File: src/rtl/window_gen_3x3.sv
// Raster pixel stream -> registered 3x3 neighbourhood over two row line buffers; outputs one cycle after the pixel edge.
// No backpressure: every pix_valid beat is consumed, and idle beats hold state while dropping win_valid/frame_done.
module window_gen_3x3 #(
  parameter int IMG_W = 8,
  parameter int IMG_H = 8
) (
  input  logic       clk,
  input  logic       rst,
  input  logic [7:0] pix_in,
  input  logic       pix_valid,
  input  logic       frame_start,
  output logic [7:0] p1,
  output logic [7:0] p2,
  output logic [7:0] p3,
  output logic [7:0] p4,
  output logic [7:0] p5,
  output logic [7:0] p6,
  output logic [7:0] p7,
  output logic [7:0] p8,
  output logic [7:0] p9,
  output logic       win_valid,
  output logic       frame_done
);

  localparam int CW = $clog2(IMG_W);
  localparam int RW = $clog2(IMG_H);
  localparam logic [CW-1:0] COL_LAST = CW'(IMG_W - 1);
  localparam logic [RW-1:0] ROW_LAST = RW'(IMG_H - 1);

  logic [CW-1:0] col;
  logic [RW-1:0] row;
  logic [CW-1:0] c;
  logic [RW-1:0] r;
  logic [7:0]    lb0 [IMG_W];
  logic [7:0]    lb1 [IMG_W];
  logic [7:0]    top;
  logic [7:0]    mid;

  // frame_start re-anchors the accepted pixel at (0,0) regardless of counters
  assign c   = frame_start ? '0 : col;
  assign r   = frame_start ? '0 : row;
  assign top = lb1[c];
  assign mid = lb0[c];

  // Line buffers carry no reset; win_valid gating keeps stale rows hidden.
  always_ff @(posedge clk) begin
    if (rst && pix_valid) begin
      lb1[c] <= lb0[c];
      lb0[c] <= pix_in;
    end
  end

  always_ff @(posedge clk) begin
    if (!rst) begin
      col        <= '0;
      row        <= '0;
      p1         <= '0;
      p2         <= '0;
      p3         <= '0;
      p4         <= '0;
      p5         <= '0;
      p6         <= '0;
      p7         <= '0;
      p8         <= '0;
      p9         <= '0;
      win_valid  <= 1'b0;
      frame_done <= 1'b0;
    end else if (pix_valid) begin
      p1         <= p2;
      p2         <= p3;
      p3         <= top;
      p4         <= p5;
      p5         <= p6;
      p6         <= mid;
      p7         <= p8;
      p8         <= p9;
      p9         <= pix_in;
      win_valid  <= (r >= RW'(2)) && (c >= CW'(2));
      frame_done <= 1'b0;
      if (c == COL_LAST) begin
        col <= '0;
        if (r == ROW_LAST) begin
          row        <= '0;
          frame_done <= 1'b1;
        end else begin
          row <= r + RW'(1);
        end
      end else begin
        col <= c + CW'(1);
        row <= r;
      end
    end else begin
      win_valid  <= 1'b0;
      frame_done <= 1'b0;
    end
  end

endmodule

File: config.mk
export PLATFORM = sky130hd
export DESIGN_NAME = window_gen_3x3
export DESIGN_NICKNAME = d
export VERILOG_FILES = /design/src/rtl/window_gen_3x3.sv
export SDC_FILE = /design/constraint.sdc
export NUM_CORES = 1
export LEC_CHECK = 0
export BUFFER_PORTS_ARGS = -buffer_cell sky130_fd_sc_hd__buf_2
export CAP_MARGIN = 20
export CORE_MARGIN = 4
export CORE_UTILIZATION = 53
export CTS_CLUSTER_DIAMETER = 40
export DETAILED_ROUTE_END_ITERATION = 8
export PLACE_DENSITY_LB_ADDON = 0.05
export SETUP_SLACK_MARGIN = 0.1
export SYNTH_ARGS = -nofsm -noshare
export SYNTH_HDL_FRONTEND = slang
export SYNTH_SLANG_ARGS = --single-unit
File: constraint.sdc
create_clock -name clk -period 4.85 [get_ports clk]
set_input_delay 1.455 -clock clk [delete_from_list [all_inputs] [get_ports clk]]
set_output_delay 1.455 -clock clk [all_outputs]
set_load 0.05 [all_outputs]
==> results.cfg <==
[global_routing]
grt_pass1_wl_um = 27600
grt_pass1_vias = 4837
grt_antenna_before_repair = 0
grt_max_degree = 71
gr-total-overflow = 0
grt.total_usage_pct = 19.9

[timing]
tightest_slew_ns = 1.08
finalClockSkew_ns = 0.0154
slew-limit-headroom_pct = 27.8
max_freq_mhz = 319
period_share_pct = 64.6
layout_min_cycle_time_ns = 3.13
drv_slew = 0
finalSetupViolations = 0
hold_slack_ns = 0.508
finalSetupTns_ns = 0
hold_viol_final = 0
rsz0062_at_grt = no

[worst_setup_path]
critPathMaxStageDelay_ns = 0.69
path_max_fanout = 45
worstPathArrival_ns = 3.32
r2r_slack_ns = 1.97
crit_path_start = pix_valid
required_ns = 5.03
startpoint_type = input port
cp_common_cell = buf_4
critical_path.slowest_cell = nor2_1
path_class = in -> reg
end_kind = flip-flop
worstPathCellList = buf_4 -> nand3_1 -> nor2_1 -> buf_4
worstReg2RegStart = col[0]

[clock_tree]
h-tree-depth = 1
cts_tree = done
cts_setup_buffers = 0
clk_latency_ns = 0.51
cts_resized = 0
clock_path_buffers = 3
cts_root_buffer = clkbuf_16
clk_pin_slew_ns = 0.06
cts_buffers = 26
cts_sinks = 208
cts_hold_buf = 0

[place]
hpwlAfterDp_um = 11500
place_congestion = 0.908
io_buffer_count = 85

[logic_synthesis]
synth_compound_area_share_pct = 5.90
async_reset_ff_share_pct = 0
synth_top_flop_cell = edfxtp_1
synth_seq_area_share_pct = 67.0
synth.distinct_cells = 34
synth.area.mux_share_pct = 13.4
synth.area.top_cells = edfxtp_1 (47%), dfxtp_1 (20%), mux2i_1 (13%), nor2b_1 (4.9%), o21ai_0 (1.7%)
synthesis.nets = 608
synth_edf_count = 128
synth-adder-area-share_pct = 0.616
syn-cell-area_um2 = 8120
synth_xor_xnor_area_share_pct = 0
yosys.area.top_type = edfxtp_1
synth-seq-cells = 208
synth_top_area_share_pct = 47.3
synth_cells = 592
avgSynthCellArea_um2 = 13.7
synth-simple-area-share_pct = 9.95
synth_top_family_by_area = multiplexers
synth_common_cells = edfxtp_1 (128), mux2i_1 (102), dfxtp_1 (80), nor2b_1 (63), o21ai_0 (28)
yosysWarnings = 0
yosysMostFrequentCell = edfxtp_1

[routing]
initialDrtViolationCount = 392
drc = 0
vias = 4947
wire_per_inst_um = 19.8
final_antenna_net_count = 0
wl_um = 17600
first_pass_iters = 5
routed_via_density = 5.58

[die]
die_h_um = 132
core_um2 = 14800
die_w_um = 132
die_area_um2 = 17400
num_rows = 44
start_util_pct = 55.1
num_io_pins = 86

[cells_and_area]
diodes = 0
fillCellCount = 1116
seq_area_um2 = 5450
drive_gt1_share_pct = 23.2
area_growth_pct = 18.2
multi_input_area_um2 = 2450
fin_util_pct = 65.1
largestRegisters = lb0 (64), lb1 (64)
final_nets = 699

[power_and_ir_drop]
cellPowerDensity_nw_per_um2 = 431
power_leakage_nw = 3.77
total_power_w = 0.00414
ir_worst_vdd_v = 0.000336

[status]
status = finished, final reports clean

[hold_path]
hp-start = p1[5]
hp-class = reg -> reg

[job]
maxCapViolCount = 0
-- cell usage in the layout (no fill, tap or decap), drive strengths merged --
cell        n
edfxtp    128
buf       103
mux2i     102
dfxtp      80
nor2b      63
clkbuf     33
o21ai      29
nor2       23
a21oi      23
inv        17
nand2      16
nand2b     11
nor4       10
nand3b      9
mux2        6
clkinv      6
a221oi      5
a211oi      5
o221ai      5
o221a       5
nor3        5
ha          4
a31oi       3
and2        2
clkinvlp    2
bufinv      2
or3b        2
or2         1
nand3       1
o211a       1
a32oi       1
-- area by class of cell --
type	instances	share of cell area (%)
Sequential cell	208	56.7
Timing Repair Buffer	103	5.86
Clock inverter	15	1.73
Clock buffer	33	7.27
Tap cell	184	2.40
Multi-Input combinational cell	332	25.5
Inverter	12	0.469
-- per-layer routing --
metal | routed length [µm] | global-route usage [%]
met1 | 7610 | 26.7
met2 | 8490 | 33.3
met3 | 976 | 3.51
met4 | 522 | 6.13
met5 | 0 | 0
-- cell families after synthesis --
| group | after synthesis |
|---|---|
| adder cells (fa/ha/maj) | 4 |
| AND/OR/NAND/NOR | 143 |
| AO/OA/AOI/OAI | 77 |
| multiplexers | 108 |
| flip-flops | 208 |
| buffers and inverters | 52 |
-- worst paths after layout --
| check | to | cells after the start |
|---|---|---|
| worst max-delay path | lb1[6][7] | 4 |
| worst min-delay path | p1[5] | 2 |
| worst max register to register | p3[6] | 5 |
| worst min register to register | p1[5] | 2 |
-- critical path, delay by kind of cell --
kind | cells | cell delay [ns]
and+or+nand+nor | 2 | 0.96
buffers and inverters | 2 | 0.87
-- power by group --
part,internal (W),switching (W)
Combinational,0.0000947,0.000216
Clock,0.00115,0.000724
Sequential,0.00192,0.0000384
Total,0.00316,0.000979
-- stage by stage --
stage / area [µm²] / worst slack (ns) / std cells
after floorplan: 8120 / 0.786 / 592
after global placement: 8740 / 1.27 / 839
after detailed placement: 8740 / 1.23 / 839
after CTS: 9600 / 1.75 / 887
after global routing: 9600 / 1.53 / 887
final: 9600 / 1.72 / 887
(Power assumes the default switching activity.)
